## config.mk

```make
export PLATFORM = sky130hd
export DESIGN_NAME = spi_frame_unpacker
export DESIGN_NICKNAME = d
export VERILOG_FILES = /design/src/rtl/spi_pkg.sv /design/src/rtl/spi_frame_fifo.sv /design/src/rtl/spi_frame_unpacker.sv
export SDC_FILE = /design/constraint.sdc
export NUM_CORES = 1
export LEC_CHECK = 0
export CORE_MARGIN = 2
export CORE_UTILIZATION = 40
export DETAILED_ROUTE_END_ITERATION = 16
export GPL_TIMING_DRIVEN = 1
export PLACE_DENSITY = 0.66
export SETUP_SLACK_MARGIN = 0.4
export SYNTH_ARGS = -nofsm -noshare
export SYNTH_HDL_FRONTEND = slang
export SYNTH_SLANG_ARGS = --single-unit
```

## constraint.sdc

```tcl
create_clock -name m_clk -period 7 [get_ports m_clk]
set_clock_uncertainty 0.15 [all_clocks]
set_input_delay 1.4 -clock m_clk [delete_from_list [all_inputs] [get_ports m_clk]]
set_output_delay 1.4 -clock m_clk [all_outputs]
set_load 0.01 [all_outputs]
```

## src/rtl/spi_pkg.sv

```systemverilog
// spi_pkg: shared frame size, frame type and unpacker FSM states for the SPI frame path.
package spi_pkg;
    localparam int SPI_FRAME_BYTES = 15;
    typedef logic [SPI_FRAME_BYTES*8-1:0] spi_frame_t;
    typedef enum logic [1:0] {IDLE, SEND, CSUM} unpk_state_e;
endpackage

```

## src/rtl/spi_frame_fifo.sv

```systemverilog
// spi_frame_fifo: DEPTH-entry frame FIFO; a push into a full FIFO is accepted only alongside a pop.
module spi_frame_fifo #(
    parameter int WIDTH = 120,
    parameter int DEPTH = 4
) (
    input  logic                         m_clk,
    input  logic                         n_reset,
    input  logic [WIDTH-1:0]             wr_data,
    input  logic                         push,
    input  logic                         pop,
    output logic [WIDTH-1:0]             rd_data,
    output logic [$clog2(DEPTH+1)-1:0]   level,
    output logic                         full,
    output logic                         empty
);
    localparam int PW = $clog2(DEPTH);
    localparam int LW = $clog2(DEPTH+1);
    logic [WIDTH-1:0] mem [DEPTH];
    logic [PW-1:0] wr_ptr, rd_ptr;
    logic wr_en;
    assign full    = level == LW'(DEPTH);
    assign empty   = level == '0;
    assign wr_en   = push && (!full || pop);
    assign rd_data = mem[rd_ptr];
    always_ff @(posedge m_clk)
        if (wr_en) mem[wr_ptr] <= wr_data;
    always_ff @(posedge m_clk or negedge n_reset) begin
        if (!n_reset) begin
            wr_ptr <= '0;
            rd_ptr <= '0;
            level  <= '0;
        end else begin
            if (wr_en) wr_ptr <= wr_ptr + PW'(1);
            if (pop) rd_ptr <= rd_ptr + PW'(1);
            level <= level + LW'(wr_en) - LW'(pop);
        end
    end
endmodule

```

## src/rtl/spi_frame_unpacker.sv

```systemverilog
// spi_frame_unpacker: queues parallel SPI frames and replays them as a valid/ready byte stream.
// Define SPI_FRAME_CSUM_EN to append an XOR checksum byte to every frame.
module spi_frame_unpacker
    import spi_pkg::*;
#(
    parameter int FRAME_BYTES = SPI_FRAME_BYTES,
    parameter int DEPTH       = 4
) (
    input  logic                        m_clk,
    input  logic                        n_reset,
    input  logic [FRAME_BYTES*8-1:0]    frame_in,
    input  logic                        frame_valid,
    output logic [7:0]                  byte_out,
    output logic                        byte_valid,
    input  logic                        byte_ready,
    output logic                        byte_last,
    output logic [$clog2(DEPTH+1)-1:0]  level,
    output logic                        overflow,
    input  logic                        clear_ovf
);
    localparam int IW = $clog2(FRAME_BYTES);
    localparam logic [IW-1:0] LAST = IW'(FRAME_BYTES - 1);
`ifdef SPI_FRAME_CSUM_EN
    localparam bit CSUM_EN = 1'b1;
`else
    localparam bit CSUM_EN = 1'b0;
`endif
    unpk_state_e state;
    logic [IW-1:0] idx, nidx;
    logic [FRAME_BYTES*8-1:0] head;
    logic [7:0] bytes [FRAME_BYTES];
    logic full, empty, pop, drop;
    spi_frame_fifo #(.WIDTH(FRAME_BYTES*8), .DEPTH(DEPTH)) u_fifo (
        .m_clk   (m_clk),
        .n_reset (n_reset),
        .wr_data (frame_in),
        .push    (frame_valid),
        .pop     (pop),
        .rd_data (head),
        .level   (level),
        .full    (full),
        .empty   (empty)
    );
    always_comb begin
        for (int i = 0; i < FRAME_BYTES; i++) bytes[i] = head[(FRAME_BYTES-1-i)*8 +: 8];
        nidx = idx + IW'(1);
    end
`ifdef SPI_FRAME_CSUM_EN
    logic [7:0] csum;
    always_comb begin
        csum = '0;
        for (int i = 0; i < FRAME_BYTES; i++) csum ^= bytes[i];
    end
    assign pop = byte_ready && state == CSUM;
`else
    assign pop = byte_ready && state == SEND && idx == LAST;
`endif
    // a frame arriving on the same edge as the final pop still finds a free slot
    assign drop = frame_valid && full && !pop;
    always_ff @(posedge m_clk or negedge n_reset) begin
        if (!n_reset) begin
            state      <= IDLE;
            idx        <= '0;
            byte_out   <= '0;
            byte_valid <= 1'b0;
            byte_last  <= 1'b0;
        end else begin
            case (state)
                IDLE: if (!empty) begin
                    state      <= SEND;
                    idx        <= '0;
                    byte_out   <= bytes[0];
                    byte_valid <= 1'b1;
                    byte_last  <= 1'b0;
                end
                SEND: if (byte_ready) begin
                    if (idx != LAST) begin
                        idx       <= nidx;
                        byte_out  <= bytes[nidx];
                        byte_last <= !CSUM_EN && nidx == LAST;
                    end else begin
`ifdef SPI_FRAME_CSUM_EN
                        state     <= CSUM;
                        byte_out  <= csum;
                        byte_last <= 1'b1;
`else
                        state      <= IDLE;
                        byte_valid <= 1'b0;
                        byte_last  <= 1'b0;
`endif
                    end
                end
`ifdef SPI_FRAME_CSUM_EN
                CSUM: if (byte_ready) begin
                    state      <= IDLE;
                    byte_valid <= 1'b0;
                    byte_last  <= 1'b0;
                end
`endif
                default: state <= IDLE;
            endcase
        end
    end
    always_ff @(posedge m_clk or negedge n_reset) begin
        if (!n_reset) overflow <= 1'b0;
        else overflow <= drop ? 1'b1 : clear_ovf ? 1'b0 : overflow;
    end
endmodule
```

Word level (Yosys, flattened, before mapping) --
Memories as Yosys holds them, arrays and structs flattened. Cells that the tools add are included.
Cells by class: $add $sub $neg 5, $lt $le $gt $ge 1, eq/ne operators 9, multiplexer cells 27, bitwise gates (word level) 1, reduce and logical (&&, ||, !) cells 16
Operator list (number):
- $mux W8 | 5
- $bmux W8 S4 | 1
- $pmux W8 S2 | 1
- $mux W4 | 3
- $mux W1 | 10
- $eq A4 B4 Y1 const B | 2
- $pmux W4 S2 | 1
- $reduce_and A4 Y1 | 2
- $mux W2 | 3
- $ne A2 B2 Y1 const B | 3
- $reduce_and A3 Y1 | 2
- $ge A5 B5 Y1 const B | 1
- $logic_and A1 B1 Y1 | 5
- $not A4 Y5 | 1
- $add A2 B1 Y2 const B | 2
- $add A4 B1 Y4 const B | 1
- $ne A4 B4 Y1 const B | 1
- $pmux W1 S2 | 2
- $pmux W2 S2 | 1
- $reduce_bool A2 Y1 | 2
- $add A3 B1 Y3 | 1
- $eq A3 B3 Y1 const B | 1
- $logic_not A3 Y1 | 1
- $sub A3 B1 Y3 | 1
- other kinds (5) | 6
Word-level totals: register bits 24, RAM bits 480, input bits 125, memories kept 1
Memories:
- u_fifo.mem | depth 4, bits a word 120, read ports 1, clocked after Yosys merged registers in 0, write ports 1, RTL line spi_frame_fifo.sv:18 | logic [WIDTH-1:0] mem [DEPTH];

Depth between registers and ports, before layout --
depth after elaboration 8, mapped depth 13, mapped depth without buffers 10

Hierarchy --
A second synthesis with hierarchy kept.
Unflattened totals: cells, all modules 821, area total of the unflattened synthesis 19601.3 µm²
By module, submodules not included:
- spi_frame_fifo | instances 1, cells each 662, area each 17798.3 µm²
- spi_frame_unpacker | instances 1, cells each 159, area each 1803.0 µm²

Least setup slack after synthesis --
Ideal clock, no wire load.
kind flip-flop to flip-flop, start point register idx[0], end point memory u_fifo.mem[0][0], enable pin, setup time 493 ps, arrival time 4951 ps, required time 6357 ps, slack 1406 ps, stages on the path, launching flop included 10, path buffers 3, clock period less this slack 5594 ps, cell sequence dfrtp_1 -> buf_2 -> inv_2 -> buf_2 -> ha_1 -> and3_1 -> buf_2 -> nand3_1 -> a31oi_1 -> and2_1
On the way: longest elaborated chain between the ends 6
Ends and longest elaborated chain:
- start, declared | RTL line spi_frame_unpacker.sv:29 | logic [IW-1:0] idx, nidx;
- start signal, assigned | RTL line spi_frame_unpacker.sv:78 | idx <= nidx;
- $eq A4 B4 Y1 | RTL line spi_frame_unpacker.sv:56 | assign pop = byte_ready && state == SEND && idx == LAST;
- $logic_and A1 B1 Y1 | RTL line spi_frame_unpacker.sv:56
- $logic_or A1 B1 Y1 | RTL line spi_frame_fifo.sv:23 | assign wr_en = push && (!full || pop);
- $logic_and A1 B1 Y1 | RTL line spi_frame_fifo.sv:23
- named net u_fifo.wr_en | RTL line spi_frame_fifo.sv:20 | logic wr_en;
- $mux W1 | RTL line spi_frame_fifo.sv:26 | if (wr_en) mem[wr_ptr] <= wr_data;
- $mux W1 (not written as such) | RTL line spi_frame_fifo.sv:26
- end, declared | RTL line spi_frame_fifo.sv:18
The timed path passes the listed nets, and every way through them passes these cells.

Final worst setup path --
start point register idx[0], end point memory u_fifo.mem[1][59], enable pin
The elaborated chain is that of the path after synthesis.

==> results.ini <==
[final_layout]
layout_commonest_cell=edfxtp_1
n_antenna_cell=0
syn_to_final_growth_pct=18.12
fin_area_mm2=0.02314
nets=1184
layout_common_cells=480 x edfxtp_1, 138 x clkdlybuf4s50_1, 119 x mux4_2
drive_above_1_share_pct=19.16

[power_and_ir_drop]
power_density_mw_per_mm2=373.0
leakagePower_nw=7.276
peakVddDrop_mv=0.2079
fin_total_pwr_mw=8.632

[worst_setup_path]
crit_fanout=63
worstPathRequired_ps=7090
r2r-start=idx[0]$_DFFE_PN0P_
start_kind=flip-flop
crit_path_end_kind=flip-flop
critPathLaunch=idx[0]$_DFFE_PN0P_
path_class=reg2reg
crit_end=u_fifo.mem[1][59]$_DFFE_PP_
critical_path_arrival_ps=4380
timing.rr.end=u_fifo.mem[1][59]$_DFFE_PP_
rr_worst_depth=7
r2r_slack_ps=2710

[drt]
vias_per_cell=5.389
drt_iter0_markers=810
antenna_left=0
num_vias=9232
dr.pass1.iters=5
wl_per_cell_um=23.65
drt-total-wl_um=40520
drc_errors=0

[synth]
synth_nets=1028
ys_seq_area_share_pct=76.37
synth-seq-cells=502
synth_cell_types=47
yosysWarningCount=0
ys.flop_type=edfxtp_1
syn_inst=894
postSynthAreaPerCell_um2=21.92
syn_area_mm2=0.01959
synth_edf_count=480
synthArstFlopShare_pct=4.382

[cts]
cts_root_buffer=clkbuf_16
clock_sinks=502
cts_hold_buffers=0
path_clk_slew_ps=60
post_cts_resized=0
cts_tree=built
cts_setup_buffers=0
cts_buffers=51
cts.path.max_buffers=3
h-tree-depth=2
clock_latency_ps=590

[global_route]
grt_pass1_wl_um=61020
grt_start_max_net_pins=83
grt_pass1_vias=9827
overflow=0
antenna_found_initial=1
grt_usage_pct=16.25

[worst_hold_path]
hold_path.class=reg2reg

[sta]
maxSlewHeadroom_pct=21.51
min_period_over_period_pct=61.26
finalHoldViolCount=0
period_needed_ps=4288
worst_pin_slew_ps=1173
fmax_ghz=0.2332
worst_slack_ps=2712
fin_setup_tns_ps=0
setup_viol=0
slew_viol_final=0
rsz0062_at_grt=false

[placement]
portBuffers=138
place_congestion=0.7750
place_area_mm2=0.02160
place_ws_ps=2145
hpwlAfterDp_um=24870

[die]
core_mm2=0.04865
die_h_um=225.3
num_io_pins=139
rows=81
die_width_um=225.3
start_util_pct=40.28
die_area_mm2=0.05077

[run]
maxCapViolations=0

[outcome]
status=completed

[cell families after synthesis]
family	count (synthesis)	synth area share (%)
AOI/OAI and AO/OA	70	2.605
xor gates and xnor gates	10	0.4470
adders and majority gates	9	0.6131
buffers and inverters	54	1.756
DFF	502	76.37
muxes	162	15.90
and+or+nand+nor	87	2.305
[Yosys cell counts, types with 7 or more instances]
library cell | instances | area, um2
nor3_1 | 8 | 40.04
nor2_1 | 16 | 60.06
edfxtp_1 | 480 | 14410
ha_1 | 8 | 100.1
buf_4 | 10 | 75.07
o31ai_1 | 7 | 52.55
and2_1 | 7 | 43.79
clkbuf_1 | 10 | 37.54
xnor2_1 | 8 | 70.07
o22ai_1 | 12 | 75.07
and3_1 | 8 | 50.05
o21ai_0 | 7 | 35.03
dfrtp_1 | 22 | 550.5
buf_6 | 7 | 78.83
buf_2 | 14 | 70.07
nand2_1 | 19 | 71.32
inv_1 | 9 | 33.78
mux4_2 | 119 | 2680
mux2i_1 | 39 | 390.4
[where the power goes]
group	switching [mW]	internal, mW	total, mW	leakage [nW]
Sequential	0.208	3.96	4.17	4.66
Combinational	1.11	0.823	1.93	1.87
Clock	1.11	1.42	2.52	0.754
[per-layer routing]
metal	track usage [%]	vias up	part of all wire [%]	wire length (um)
li1	-	4089	-	-
met1	22.48	4824	44	17770
met2	25.95	256	48	19480
met3	3.716	61	5.9	2409
met4	4.678	2	2.1	835
met5	0	-	0.039	16
[worst min-delay path by stage]
stage	startpoint	to	slack, ps	depth (start not counted)
final	overflow$_DFFE_PN0P_	overflow$_DFFE_PN0P_	380	2
after global routing	overflow$_DFFE_PN0P_	overflow$_DFFE_PN0P_	400	2
after CTS	overflow$_DFFE_PN0P_	overflow$_DFFE_PN0P_	380	2
after detailed placement	overflow$_DFFE_PN0P_	overflow$_DFFE_PN0P_	370	2
after global placement	overflow$_DFFE_PN0P_	overflow$_DFFE_PN0P_	370	2
after floorplan	idx[3]$_DFFE_PN0P_	idx[3]$_DFFE_PN0P_	390	2
[through the flow]
stage	cells	hold WS (ps)	util, %
final	1713	376.1	47.57
after global routing	1713	400.0	47.57
after CTS	1713	379.0	47.57
after detailed placement	1619	369.9	44.39
after global placement	1619	368.0	44.39
after floorplan	894	385.5	-
[critical path, stage by stage, from the launching register on]
cell     delay [ps]
dfrtp_2         400
inv_2           390
ha_1            260
and3_1          370
nand3_1         280
a31oi_1         670
and2_4          900
buf_12          410
[flip-flops by register name (all words and copies together) (netlist names)]
register       count
u_fifo.rd_ptr      2
u_fifo.level       3
idx                4
u_fifo.mem       480
byte_out           8
byte_last          1
u_fifo.wr_ptr      2
overflow           1
byte_valid         1
[area by class of cell]
class,count,area (um2)
clock buffer,70,1378
tap,622,778.2
inverter,10,37.54
clock inverter,24,170.2
fill,3968,25500
sequential,502,14970
timing repair buffer,147,1511
multi-input combinational,338,4295
Note: power is estimated with default switching activity, not from simulation.
